[src/rtl/lock_ctrl.sv]
// rtl/lock_ctrl.sv - keypad door lock: 4-digit code entry, timed open/fail, password change
// Optional lockout after MAX_TRIES consecutive failures when LOCK_CTRL_LOCKOUT_EN is defined.
module lock_ctrl #(
  parameter logic [15:0] PASSWORD    = 16'h1234,
  parameter logic [23:0] OPEN_CYCLES = 24'd1000,
  parameter logic [23:0] FAIL_CYCLES = 24'd500,
  parameter int          MAX_TRIES   = 3,
  parameter logic [23:0] LOCK_CYCLES = 24'd5000
) (
  input  logic       clk,
  input  logic       rst_n,
  input  logic       key_flag,
  input  logic [3:0] key_value,
  output logic       unlocked,
  output logic       fail,
  output logic       locked_out,
  output logic [2:0] digit_cnt
);

`ifdef LOCK_CTRL_LOCKOUT_EN
  typedef enum logic [2:0] {IDLE, ENTRY, CHECK, OPEN, SETPW, FAIL, LOCKOUT} state_t;
`else
  typedef enum logic [2:0] {IDLE, ENTRY, CHECK, OPEN, SETPW, FAIL} state_t;
`endif

  localparam logic [7:0] MAX_ERR = 8'(MAX_TRIES);

  state_t      state;
  logic [15:0] password;
  logic [15:0] buffer;
  logic [23:0] timer;
  logic [7:0]  err_cnt;
  logic        code_ok;

  // key_flag gates every decode so key_value is never looked at when idle
  logic is_digit, is_clr, is_ent, buf_full;
  assign is_digit = key_flag && (key_value <= 4'd9);
  assign is_clr   = key_flag && (key_value == 4'd10);
  assign is_ent   = key_flag && (key_value == 4'd11);
  assign buf_full = (digit_cnt == 3'd4);

`ifndef LOCK_CTRL_LOCKOUT_EN
  logic unused_lock_cycles;
  assign unused_lock_cycles = ^LOCK_CYCLES;
  assign locked_out = 1'b0;
`endif

  always_ff @(posedge clk or negedge rst_n) begin
    if (!rst_n) begin
      state     <= IDLE;
      password  <= PASSWORD;
      buffer    <= 16'h0;
      digit_cnt <= 3'd0;
      err_cnt   <= 8'd0;
      timer     <= 24'd0;
      code_ok   <= 1'b0;
      unlocked  <= 1'b0;
      fail      <= 1'b0;
`ifdef LOCK_CTRL_LOCKOUT_EN
      locked_out <= 1'b0;
`endif
    end else begin
      case (state)
        IDLE: begin
          if (is_digit) begin
            state     <= ENTRY;
            buffer    <= {12'h0, key_value};
            digit_cnt <= 3'd1;
          end
        end

        ENTRY: begin
          if (is_digit) begin
            if (!buf_full) begin
              buffer    <= {buffer[11:0], key_value};
              digit_cnt <= digit_cnt + 3'd1;
            end
          end else if (is_clr) begin
            state     <= IDLE;
            buffer    <= 16'h0;
            digit_cnt <= 3'd0;
          end else if (is_ent) begin
            // buffer is cleared on exit, so the comparison is captured here for CHECK
            code_ok   <= buf_full && (buffer == password);
            buffer    <= 16'h0;
            digit_cnt <= 3'd0;
            if (buf_full) begin
              state <= CHECK;
            end else begin
              state   <= FAIL;
              fail    <= 1'b1;
              timer   <= FAIL_CYCLES - 24'd1;
              err_cnt <= (err_cnt == MAX_ERR) ? err_cnt : err_cnt + 8'd1;
            end
          end
        end

        CHECK: begin
          if (code_ok) begin
            state    <= OPEN;
            unlocked <= 1'b1;
            timer    <= OPEN_CYCLES - 24'd1;
            err_cnt  <= 8'd0;
          end else begin
            state   <= FAIL;
            fail    <= 1'b1;
            timer   <= FAIL_CYCLES - 24'd1;
            err_cnt <= (err_cnt == MAX_ERR) ? err_cnt : err_cnt + 8'd1;
          end
        end

        OPEN: begin
          if (timer == 24'd0) begin
            state    <= IDLE;
            unlocked <= 1'b0;
          end else begin
            timer <= timer - 24'd1;
            if (is_clr) begin
              state    <= IDLE;
              unlocked <= 1'b0;
            end else if (is_ent) begin
              state <= SETPW;
            end
          end
        end

        SETPW: begin
          // timer is left untouched here; every exit goes back to IDLE anyway
          if (is_digit) begin
            if (!buf_full) begin
              buffer    <= {buffer[11:0], key_value};
              digit_cnt <= digit_cnt + 3'd1;
            end
          end else if (is_clr || is_ent) begin
            if (is_ent && buf_full) password <= buffer;
            state     <= IDLE;
            unlocked  <= 1'b0;
            buffer    <= 16'h0;
            digit_cnt <= 3'd0;
          end
        end

        FAIL: begin
          if (timer == 24'd0) begin
            fail  <= 1'b0;
            state <= IDLE;
`ifdef LOCK_CTRL_LOCKOUT_EN
            if (err_cnt == MAX_ERR) begin
              state      <= LOCKOUT;
              locked_out <= 1'b1;
              timer      <= LOCK_CYCLES - 24'd1;
            end
`endif
          end else begin
            timer <= timer - 24'd1;
          end
        end

`ifdef LOCK_CTRL_LOCKOUT_EN
        LOCKOUT: begin
          if (timer == 24'd0) begin
            state      <= IDLE;
            locked_out <= 1'b0;
            err_cnt    <= 8'd0;
          end else begin
            timer <= timer - 24'd1;
          end
        end
`endif

        default: state <= IDLE;
      endcase
    end
  end

endmodule

[config.mk]
export PLATFORM = sky130hd
export DESIGN_NAME = lock_ctrl
export DESIGN_NICKNAME = d
export VERILOG_FILES = /design/src/rtl/lock_ctrl.sv
export SDC_FILE = /design/constraint.sdc
export NUM_CORES = 1
export LEC_CHECK = 0
export ABC_AREA = 0
export BUFFER_PORTS_ARGS = -buffer_cell sky130_fd_sc_hd__buf_2
export CORE_UTILIZATION = 58
export CTS_BUF_LIST = sky130_fd_sc_hd__clkbuf_2
export DETAILED_ROUTE_END_ITERATION = 16
export GPL_TIMING_DRIVEN = 0
export HOLD_SLACK_MARGIN = 0.02
export PLACE_DENSITY = 0.74
export SYNTH_ARGS = -nofsm -noshare
export SYNTH_HDL_FRONTEND = slang
export SYNTH_SLANG_ARGS = --single-unit
export TNS_END_PERCENT = 10
[constraint.sdc]
create_clock -name clk -period 4.95 [get_ports clk]
set_clock_uncertainty 0.1 [all_clocks]
set_input_delay 0.495 -clock clk [delete_from_list [all_inputs] [get_ports clk]]
set_output_delay 0.495 -clock clk [all_outputs]
set_load 0.01 [all_outputs]
==> run_results.csv, run 1 <==
group,metric,value,unit
worst_hold_path,hp-class,"in -> reg",
synth,yosysUniqueCellTypes,61,
detailed_routing,ant_nets,0,
floorplanning,top_level_ports,13,
power_and_ir_drop,p_seq_share,36.9,%
floorplanning,num_rows,28,
sta,maxSlewHeadroom,46.5,%
power_and_ir_drop,power.density,469,nW/µm²
cells_and_area,seq_area,1630,µm²
place,gp_congestion,0.924,
grt,grt_pass1_wl,14200,µm
status,outcome,"complete, no violations",
critical_path,critPathKind,"reg -> reg",
critical_path,r2r_cells,9,
flow_run,drv_cap,0,
critical_path,critical_path.max_fanout,10,
synth,ys_top_cells_by_area,"dfrtp_1 41%, nand2_1 5.1%, xnor2_1 4.1%",
worst_hold_path,hp-start,"key_value[3]",
detailed_routing,dr_wl_met2,3950,µm
critical_path,crit_path_end_kind,"register",
critical_path,worstPathArrival,3090,ps
worst_hold_path,hold_path_end,"buffer[3]$_DFFE_PN0P_",
clock_network,cts_made_buffers,9,
detailed_routing,routedWlPerCell,17.4,µm
cells_and_area,final_nets,419,
detailed_routing,vias_per_cell,6.37,
synth,syn_inst,386,
grt,grt.overflow.total,0,
critical_path,reg2reg_from,"timer[0]$_DFFE_PN0P_",
clock_network,clockBufferDepth,2,
critical_path,rr_endpoint,"timer[2]$_DFFE_PN0P_",
synth,syn_area,3670,µm²
sta,slew_viol_final,0,
synth,synth-main-ff-cell,"dfrtp_1",
floorplanning,die_area,6640,µm²
grt,grt_pass1_vias,2920,
sta,rsz0062_at_grt,"false",
synth,ys_seq_elements,65,
sta,post-route-period-util,55.4,%
cells_and_area,layout-drive-gt1-share,15.7,%
synth,synthTopCellsByCount,"60 x dfrtp_1, 50 x nand2_1, 21 x o21ai_0",
power_and_ir_drop,p_leak,1.65,nW
power_and_ir_drop,vdd_drop_max,0.350,mV
detailed_routing,met3_length,452,µm
power_and_ir_drop,p_int,0.00105,W
sta,tns,0,ps
synth,ys_warn_count,0,
sta,period_minus_slack,2740,ps
clock_network,cts_tree,"yes",
detailed_routing,finalWirelength,8510,µm
synth,synth_area_per_cell,9.50,µm²
power_and_ir_drop,share_comb_of_total_power,42.5,%
place,dpl.hpwl,5910,µm
place,port_buffers,11,
worst_hold_path,hold_depth,3,
critical_path,reg2reg_slack,2210,ps
power_and_ir_drop,p_sw,0.000809,W
grt,grt_max_degree,66,
clock_network,cts_setup_buffers,0,
detailed_routing,drt-met1-wl,4000,µm
critical_path,cp.required,5300,ps
floorplanning,fp.dieW,81.5,µm
clock_network,cts_hold_buf,1,
clock_network,postCtsResizedCells,0,
sta,setup_violations,0,
critical_path,cp-start-kind,"register",
clock_network,cts_sinks,65,
cells_and_area,num-fill-cells,514,
sta,hold_viol_final,0,
detailed_routing,drc,0,
clock_network,clkTransAtPathRegs,200,ps
detailed_routing,vias,3113,
detailed_routing,drt_iter0_drc,372,
synth,synth_nets,396,
cells_and_area,stdcell_count,489,
clock_network,cts-root-buf,"clkbuf_2",
clock_network,cts.htree.levels,3,
cells_and_area,multiInputGateArea,1880,µm²
floorplanning,die_y,81.5,µm
floorplanning,core_area,6030,µm²
synth,synth_top_cell_area_share,40.9,%
synth,yosys.area.top_type,"dfrtp_1",
synth,synth_edf_count,0,
synth,synth.most_common_cell,"dfrtp_1",
power_and_ir_drop,switching_share,43.5,%
clock_network,worstSkewPairLatency,530,ps
detailed_routing,drt_pass1_iterations,7,
cells_and_area,area_delta_synth_final,8.22,%
synth,async_reset_ff_share,100,%
floorplanning,start_util,60.9,%
grt,antenna_found_initial,0,
place,dp_cells,472,
detailed_routing,top_layer,"met4",
sta,max_freq,365,MHz
cells_and_area,diodes,0,
grt,grt_usage,28.7,%
power_and_ir_drop,pwr-share-clk,20.6,%
sta,tightest_slew,802,ps
synth,ys_seq_area_share,44.5,%
## cell usage in the layout (no fill, tap or decap), types with 6 or more instances in the layout
cell type and instances:
dfrtp_1 60, nand2_1 50, o21ai_0 21, a21oi_1 20, xnor2_1 17, o21ai_1 16
nor2_1 15, buf_2 14, nor3_1 14, nand3_1 11, inv_1 10, clkbuf_1 10
or4_1 10, clkbuf_2 10, o31ai_1 9, mux2_2 8, mux2_1 8, nand4_1 7
a31oi_1 7, nor4_1 6
## through the flow
step | utilization (%) | total power [W] | hold slack [ps] | setup WS (ps) | cell area, µm²
after floorplan | - | 0.00125 | 99.4 | 2680 | 3670
after global placement | 63.3 | 0.00146 | 358 | 2240 | 3820
after detailed placement | 63.4 | 0.00147 | 402 | 2260 | 3820
after CTS | 65.9 | 0.00185 | 84.3 | 2220 | 3970
after global routing | 65.9 | 0.00198 | 71.5 | 2020 | 3970
final | 65.9 | 0.00186 | 101 | 2210 | 3970
## area by class of cell
class / count / area share, %
multi-input cells: 289 / 47.4
flip-flops and latches: 65 / 41.1
plain buffers: 22 / 2.96
well taps: 75 / 2.36
clock inverters: 6 / 2.27
repair buffers: 12 / 1.70
clock buffers: 10 / 1.26
inverters: 10 / 0.946
## logic make-up (layout without fill, tap and decap cells)
kind of cell,count (synthesis),after routing,share of synthesized area [%]
and+or+nand+nor,148,148,23.0
adders and majority gates,3,3,1.02
muxes,21,21,6.28
AOI/OAI and AO/OA,99,99,16.8
DFF,65,65,44.5
other,1,1,0.102
xor gates and xnor gates,17,17,4.06
buffers and inverters,32,60,4.23
## state kept, by name, indices dropped and copies added, names as in the netlist
register,flops
fail,1
buffer,16
timer,24
state,3
unlocked,1
password,16
code_ok,1
digit_cnt,3
## critical path, stage by stage, from the launching register on
cell     delay (ps)
dfrtp_1         420
inv_1            90
ha_1            250
nor4b_2         280
nand2_1         280
nor4_4          530
buf_4           270
buf_4           210
nor3_1           70
o22ai_1         180
## worst max path at each step
stage / startpoint / end / slack, ps / cells after the start
floorplan: timer[0]$_DFFE_PN0P_ / timer[5]$_DFFE_PN0P_ / 2680 / 8
global placement: timer[0]$_DFFE_PN0P_ / timer[2]$_DFFE_PN0P_ / 2240 / 9
detailed placement: timer[0]$_DFFE_PN0P_ / timer[2]$_DFFE_PN0P_ / 2260 / 9
CTS: timer[0]$_DFFE_PN0P_ / timer[2]$_DFFE_PN0P_ / 2220 / 9
global route: timer[0]$_DFFE_PN0P_ / timer[15]$_DFFE_PN0P_ / 2020 / 9
finish: timer[0]$_DFFE_PN0P_ / timer[2]$_DFFE_PN0P_ / 2210 / 9
## metal layers
metal / vias up / GRT usage [%]
met4: 0 / 9.29
met2: 105 / 42.4
met3: 10 / 5.89
met5: - / 0
met1: 1522 / 42.0
li1: 1476 / -
## power groups by stage
stage               logic, W  clock network [W]  registers [W]
floorplan           0.000565                  0       0.000684
global placement    0.000765                  0       0.000691
detailed placement  0.000772                  0       0.000696
CTS                 0.000778           0.000385       0.000686
global route        0.000869           0.000410       0.000697
finish              0.000791           0.000384       0.000687
Note: power is estimated with default switching activity, not from simulation.
==> inputs of run 2 (changes only) <==
--- a/config.mk
+++ b/config.mk
@@ -12,7 +12,7 @@
 export DETAILED_ROUTE_END_ITERATION = 16
 export GPL_TIMING_DRIVEN = 0
 export HOLD_SLACK_MARGIN = 0.02
-export PLACE_DENSITY = 0.74
+export PLACE_DENSITY = 0.77
 export SYNTH_ARGS = -nofsm -noshare
 export SYNTH_HDL_FRONTEND = slang
 export SYNTH_SLANG_ARGS = --single-unit
==> constraint.sdc (replaced) <==
create_clock -name clk -period 2.3 [get_ports clk]
set_clock_uncertainty 0.1 [all_clocks]
set_input_delay 0.23 -clock clk [delete_from_list [all_inputs] [get_ports clk]]
set_output_delay 0.23 -clock clk [all_outputs]
set_load 0.01 [all_outputs]
==> run_results.csv, run 2 (synthesis results as in run 1) <==
group,metric,value,unit
status,outcome,"finished with violations",
status,violations,"negative setup slack",
grt,busiest_layer,"met1",
clock_network,worstSkewPairLatency,520,ps
cells_and_area,final_area,4250,µm²
cells_and_area,diodes,0,
detailed_routing,ant_nets,0,
power_and_ir_drop,p_leak,1.78,nW
cells_and_area,layout-drive-gt1-share,26.0,%
clock_network,clockBufferDepth,2,
sta,maxSlewHeadroom,45.5,%
clock_network,cts_made_buffers,9,
critical_path,crit_chain,"inv_2 > ha_4 > or4b_4 > nor3_4 > nand4_1 > nand2_1 > o221ai_1",
sta,period_minus_slack,2330,ps
grt,grt_pass1_vias,2844,
grt,grt_max_degree,66,
detailed_routing,vias,3203,
clock_network,cts_tree,"yes",
grt,grt_pass1_wl,13800,µm
critical_path,max_stage_delay,510,ps
floorplanning,die_area,6640,µm²
critical_path,crit_path_end_kind,"register",
critical_path,critPathKind,"reg -> reg",
sta,rsz0062_at_grt,"true",
grt,use_met3,4.33,%
floorplanning,start_util,60.9,%
critical_path,cp.required,2580,ps
sta,post-route-period-util,101,%
place,dpl.hpwl,5670,µm
detailed_routing,vias_per_cell,6.28,
worst_hold_path,hp-start,"key_flag",
power_and_ir_drop,vdd_drop_max,0.835,mV
cells_and_area,final_nets,440,
detailed_routing,drt_iter0_drc,257,
clock_network,cts.htree.levels,3,
cells_and_area,top_register,"timer",
grt,grt.overflow.total,0,
critical_path,reg2reg_from,"timer[0]$_DFFE_PN0P_",
cells_and_area,final_common_cell,"dfrtp_1",
sta,hold_viol_final,0,
clock_network,cts-root-buf,"clkbuf_2",
critical_path,worstPathArrival,2620,ps
grt,grt_usage,28.0,%
detailed_routing,finalWirelength,8760,µm
cells_and_area,layout_common_cells,"56 x dfrtp_1, 47 x nand2_1, 21 x buf_4",
grt,gr-usage-met1,41.4,%
worst_hold_path,hp-class,"in -> reg",
critical_path,critical_path.max_fanout,6,
floorplanning,core_area,6030,µm²
place,gp_congestion,0.912,
cells_and_area,largest_reg_flops,24,
sta,slew_viol_final,0,
critical_path,startpoint,"timer[0]$_DFFE_PN0P_",
grt,antenna_found_initial,0,
sta,max_freq,428,MHz
detailed_routing,drc,0,
grt,grt_use_met2,40.8,%
cells_and_area,reg_top3,"timer (24), buffer (16), password (16)",
sta,setup_ws,-34.3,ps
floorplanning,num_rows,28,
floorplanning,top_level_ports,13,
sta,tightest_slew,818,ps
cells_and_area,area_delta_synth_final,16.0,%
clock_network,cts_sinks,65,
critical_path,cp-start-kind,"register",
place,port_buffers,11,
critical_path,critical-path-slowest-cell,"or4b_4",
sta,setup_violations,2,
cells_and_area,num-fill-cells,462,
clock_network,clkTransAtPathRegs,190,ps
power_and_ir_drop,power.density,943,nW/µm²
sta,tns,-53.1,ps
detailed_routing,routedWlPerCell,17.2,µm
detailed_routing,drt_pass1_iterations,5,
place,place_area,3820,µm²
floorplanning,die_y,81.5,µm
floorplanning,fp.dieW,81.5,µm
flow_run,drv_cap,0,
## run 2: layout make-up
class                           count  area (µm²)  area share [%]
Buffer                             22         141            3.32
Clock buffer                       10        50.0            1.18
Clock inverter                      6        42.5            1.00
Inverter                           10        37.5           0.882
Multi-Input combinational cell    289        2020            47.4
Sequential cell                    65        1640            38.5
Tap cell                           75        93.8            2.21
Timing Repair Buffer               33         235            5.53
## run 2: stage by stage
step | setup slack, ps | power [W] | std cells | hold WS [ps] | util [%]
2_1_floorplan | 29.7 | 0.00269 | 386 | -166 | -
3_3_place_gp | -394 | 0.00312 | 472 | 358 | 63.3
3_5_place_dp | -414 | 0.00315 | 472 | 280 | 63.4
4_1_cts | -15.2 | 0.00384 | 500 | 110 | 67.6
5_1_grt | -148 | 0.00426 | 510 | 159 | 70.6
6_report | -34.3 | 0.00401 | 510 | 154 | 70.6
## run 2: critical path: cells and delay by family, from the launching register on
| family | cells | cell delay, ps |
|---|---|---|
| adder cells (fa/ha/maj) | 1 | 160 |
| flip-flops | 1 | 450 |
| buffers and inverters | 1 | 100 |
| AO/OA/AOI/OAI | 1 | 150 |
| AND/OR/NAND/NOR | 4 | 1250 |
## run 2: final timing paths
kind,endpoint,depth (start not counted),slack [ps]
hold reg to reg,timer[20]$_DFFE_PN0P_,1,400
setup reg to reg,timer[7]$_DFFE_PN0P_,7,-30
min in group asynchronous,password[8]$_DFFE_PN0P_,2,230
hold / removal,state[0]$_DFFE_PN0P_,4,150
setup / recovery,timer[7]$_DFFE_PN0P_,7,-30
max in group asynchronous,timer[8]$_DFFE_PN0P_,2,1300
## run 2: metal layers
metal,part of all wire (%),routed length (µm)
met1,48,4170
met4,1.7,152
met2,46,4000
met3,5.0,436
met5,0,0
## run 2: timing repair
item	in CTS	in global routing
hold buffers	5	0
endpoints found under the hold margin	66	0
buffers inserted	7	10
setup endpoints to repair	54	52
pin swaps	2	10
resized for setup	17	32
## run 2: report_power, final
group	switching, W	leakage (nW)	internal, W
Sequential	0.000186	0.828	0.00131
Clock	0.000451	0.0583	0.000148
Combinational	0.00120	0.898	0.000722
==> inputs of run 3 (changes only) <==
--- a/config.mk
+++ b/config.mk
@@ -5,7 +5,7 @@
 export SDC_FILE = /design/constraint.sdc
 export NUM_CORES = 1
 export LEC_CHECK = 0
-export ABC_AREA = 0
+export ABC_AREA = 1
 export BUFFER_PORTS_ARGS = -buffer_cell sky130_fd_sc_hd__buf_2
 export CORE_UTILIZATION = 58
 export CTS_BUF_LIST = sky130_fd_sc_hd__clkbuf_2
==> run_results.csv, run 3 <==
group,metric,value,unit
clock_network,cts_hold_buf,5,
place,dpl.hpwl,6100,µm
grt,grt_pass1_vias,3357,
worst_hold_path,hp-class,"in -> reg",
sta,post-route-period-util,89.9,%
clock_network,postCtsResizedCells,0,
synth,syn_inst,532,
power_and_ir_drop,pwr-share-clk,21.0,%
detailed_routing,ant_nets,0,
synth,ys_seq_area_share,42.3,%
cells_and_area,final_common_cell,"nand2_1",
synth,synth.most_common_cell,"nand2_1",
critical_path,reg2reg_slack,230,ps
cells_and_area,layout-drive-gt1-share,13.7,%
sta,tns,0,ps
floorplanning,die_area,6980,µm²
clock_network,clkTransAtPathRegs,200,ps
critical_path,critical_path.max_fanout,10,
synth,yosys.area.top_type,"dfrtp_1",
detailed_routing,finalWirelength,8660,µm
flow_run,drv_cap,0,
sta,max_freq,484,MHz
floorplanning,core_area,6390,µm²
critical_path,critPathKind,"reg -> reg",
clock_network,worstSkewPairLatency,540,ps
floorplanning,top_level_ports,13,
status,outcome,"complete, no violations",
clock_network,cts-root-buf,"clkbuf_2",
detailed_routing,vias_per_cell,5.42,
detailed_routing,drc,0,
grt,grt_pass1_wl,15000,µm
synth,synth_edf_count,0,
critical_path,cp-start-kind,"register",
power_and_ir_drop,switching_share,42.9,%
grt,antenna_found_initial,0,
clock_network,cts.htree.levels,3,
power_and_ir_drop,vdd_drop_max,0.670,mV
place,gp_congestion,0.925,
power_and_ir_drop,share_comb_of_total_power,42.0,%
synth,ys_top_cells_by_area,"dfrtp_1 39%, nand2_1 18%, nor2_1 5.7%",
sta,maxSlewHeadroom,43.7,%
synth,synth_top_cell_area_share,38.9,%
floorplanning,start_util,60.4,%
synth,ys_seq_elements,65,
power_and_ir_drop,p_int,0.00222,W
sta,tightest_slew,844,ps
floorplanning,die_y,83.5,µm
place,dp_cells,620,
synth,synth-main-ff-cell,"dfrtp_1",
grt,grt_usage,27.1,%
sta,period_minus_slack,2070,ps
cells_and_area,seq_area,1630,µm²
detailed_routing,vias,3473,
sta,rsz0062_at_grt,"false",
synth,async_reset_ff_share,100,%
cells_and_area,num-fill-cells,553,
floorplanning,fp.dieW,83.5,µm
sta,slew_viol_final,0,
power_and_ir_drop,power.density,928,nW/µm²
grt,grt_max_degree,66,
cells_and_area,stdcell_count,641,
cells_and_area,multiInputGateArea,1910,µm²
synth,synth_area_per_cell,7.25,µm²
critical_path,cp.required,2630,ps
clock_network,clockBufferDepth,2,
detailed_routing,routedWlPerCell,13.5,µm
sta,hold_viol_final,0,
clock_network,cts_made_buffers,9,
clock_network,cts_tree,"yes",
power_and_ir_drop,p_seq_share,37.0,%
clock_network,cts_setup_buffers,0,
synth,syn_area,3860,µm²
critical_path,crit_path_end_kind,"register",
synth,yosysUniqueCellTypes,30,
cells_and_area,top_register,"timer",
power_and_ir_drop,p_leak,2.05,nW
cells_and_area,diodes,0,
cells_and_area,largest_reg_flops,24,
cells_and_area,reg_top3,"timer (24), buffer (16), password (16)",
sta,setup_violations,0,
cells_and_area,final_nets,569,
clock_network,cts_sinks,65,
floorplanning,num_rows,29,
cells_and_area,layout_common_cells,"185 x nand2_1, 60 x dfrtp_1, 59 x nor2_1",
synth,synthTopCellsByCount,"185 x nand2_1, 60 x dfrtp_1, 59 x nor2_1",
grt,grt.overflow.total,0,
detailed_routing,drt_pass1_iterations,5,
cells_and_area,area_delta_synth_final,8.89,%
synth,ys_warn_count,0,
place,port_buffers,11,
critical_path,worstPathArrival,2400,ps
power_and_ir_drop,p_sw,0.00167,W
detailed_routing,drt_iter0_drc,275,
synth,synth_nets,542,
[run 3: changes by cell type after synthesis, moves of 13 or more]
cell,change
nand2_1,+135
nor2_1,+44
inv_1,+35
nand3_1,+20
o21ai_0,+18
a21oi_1,-16
xor2_1,+13
[run 3: power by group through the flow]
stage	Clock, W	Combinational (W)	Sequential [W]
2_1_floorplan	0	0.00124	0.00144
3_3_place_gp	0	0.00158	0.00145
3_5_place_dp	0	0.00162	0.00146
4_1_cts	0.000821	0.00163	0.00144
5_1_grt	0.000871	0.00185	0.00146
6_report	0.000817	0.00164	0.00144
[run 3: cells by family (layout without fill, tap and decap cells)]
| group | count (synthesis) | count (layout) | share of synthesized area, % |
|---|---|---|---|
| buf+inv | 66 | 98 | 8.05 |
| xor+xnor | 19 | 19 | 4.32 |
| compound gates | 73 | 73 | 10.7 |
| other cells | 1 | 1 | 0.0972 |
| fa+ha+maj | 3 | 3 | 0.973 |
| flops | 65 | 65 | 42.3 |
| simple gates | 305 | 305 | 33.5 |
[run 3: worst paths after layout]
kind / from / endpoint / cells after the start
max reg2reg: timer[0]$_DFFE_PN0P_ / timer[7]$_DFFE_PN0P_ / 11
max in group asynchronous: rst_n / timer[16]$_DFFE_PN0P_ / 2
max: timer[0]$_DFFE_PN0P_ / timer[7]$_DFFE_PN0P_ / 11
min reg2reg: unlocked$_DFFE_PN0P_ / unlocked$_DFFE_PN0P_ / 2
min: key_flag / digit_cnt[2]$_DFFE_PN0P_ / 5
min in group asynchronous: rst_n / buffer[13]$_DFFE_PN0P_ / 2
[run 3: metal layers]
layer  vias to the layer above  global-route usage, %  routed length, µm
li1                       1733                      -                  -
met1                      1631                   38.1               4190
met2                        92                   41.7               3850
met3                        17                   5.14                481
met4                         0                   10.5                147
met5                         -                      0                  0
[run 3: cell type report]
type / instances / area share [%]
multi-input cells: 401 / 45.6
clock inverters: 7 / 2.23
plain buffers: 16 / 2.80
flip-flops and latches: 65 / 38.9
clock buffers: 9 / 1.07
repair buffers: 16 / 2.56
well taps: 77 / 2.29
inverters: 50 / 4.59
[run 3: critical path, stage by stage (launching register included)]
cell and delay (ps):
dfrtp_1 400, inv_1 100, ha_1 160, buf_2 190, nand2_2 110, nor2_2 150
nand3_2 200, nor2_4 160, nor2_4 80, buf_6 140, o21ai_0 100, nand2_1 90
[run 3: per-stage QoR]
step,setup slack [ps],hold WS (ps),utilization [%],total power (W),area [µm²]
3_3_place_gp,337,358,62.8,0.00304,4010
3_5_place_dp,289,284,62.8,0.00307,4010
4_1_cts,237,35.9,65.8,0.00389,4200
6_report,232,33.7,65.8,0.00390,4200
5_1_grt,41.7,39.6,65.8,0.00419,4200
2_1_floorplan,526,-166,-,0.00268,3860
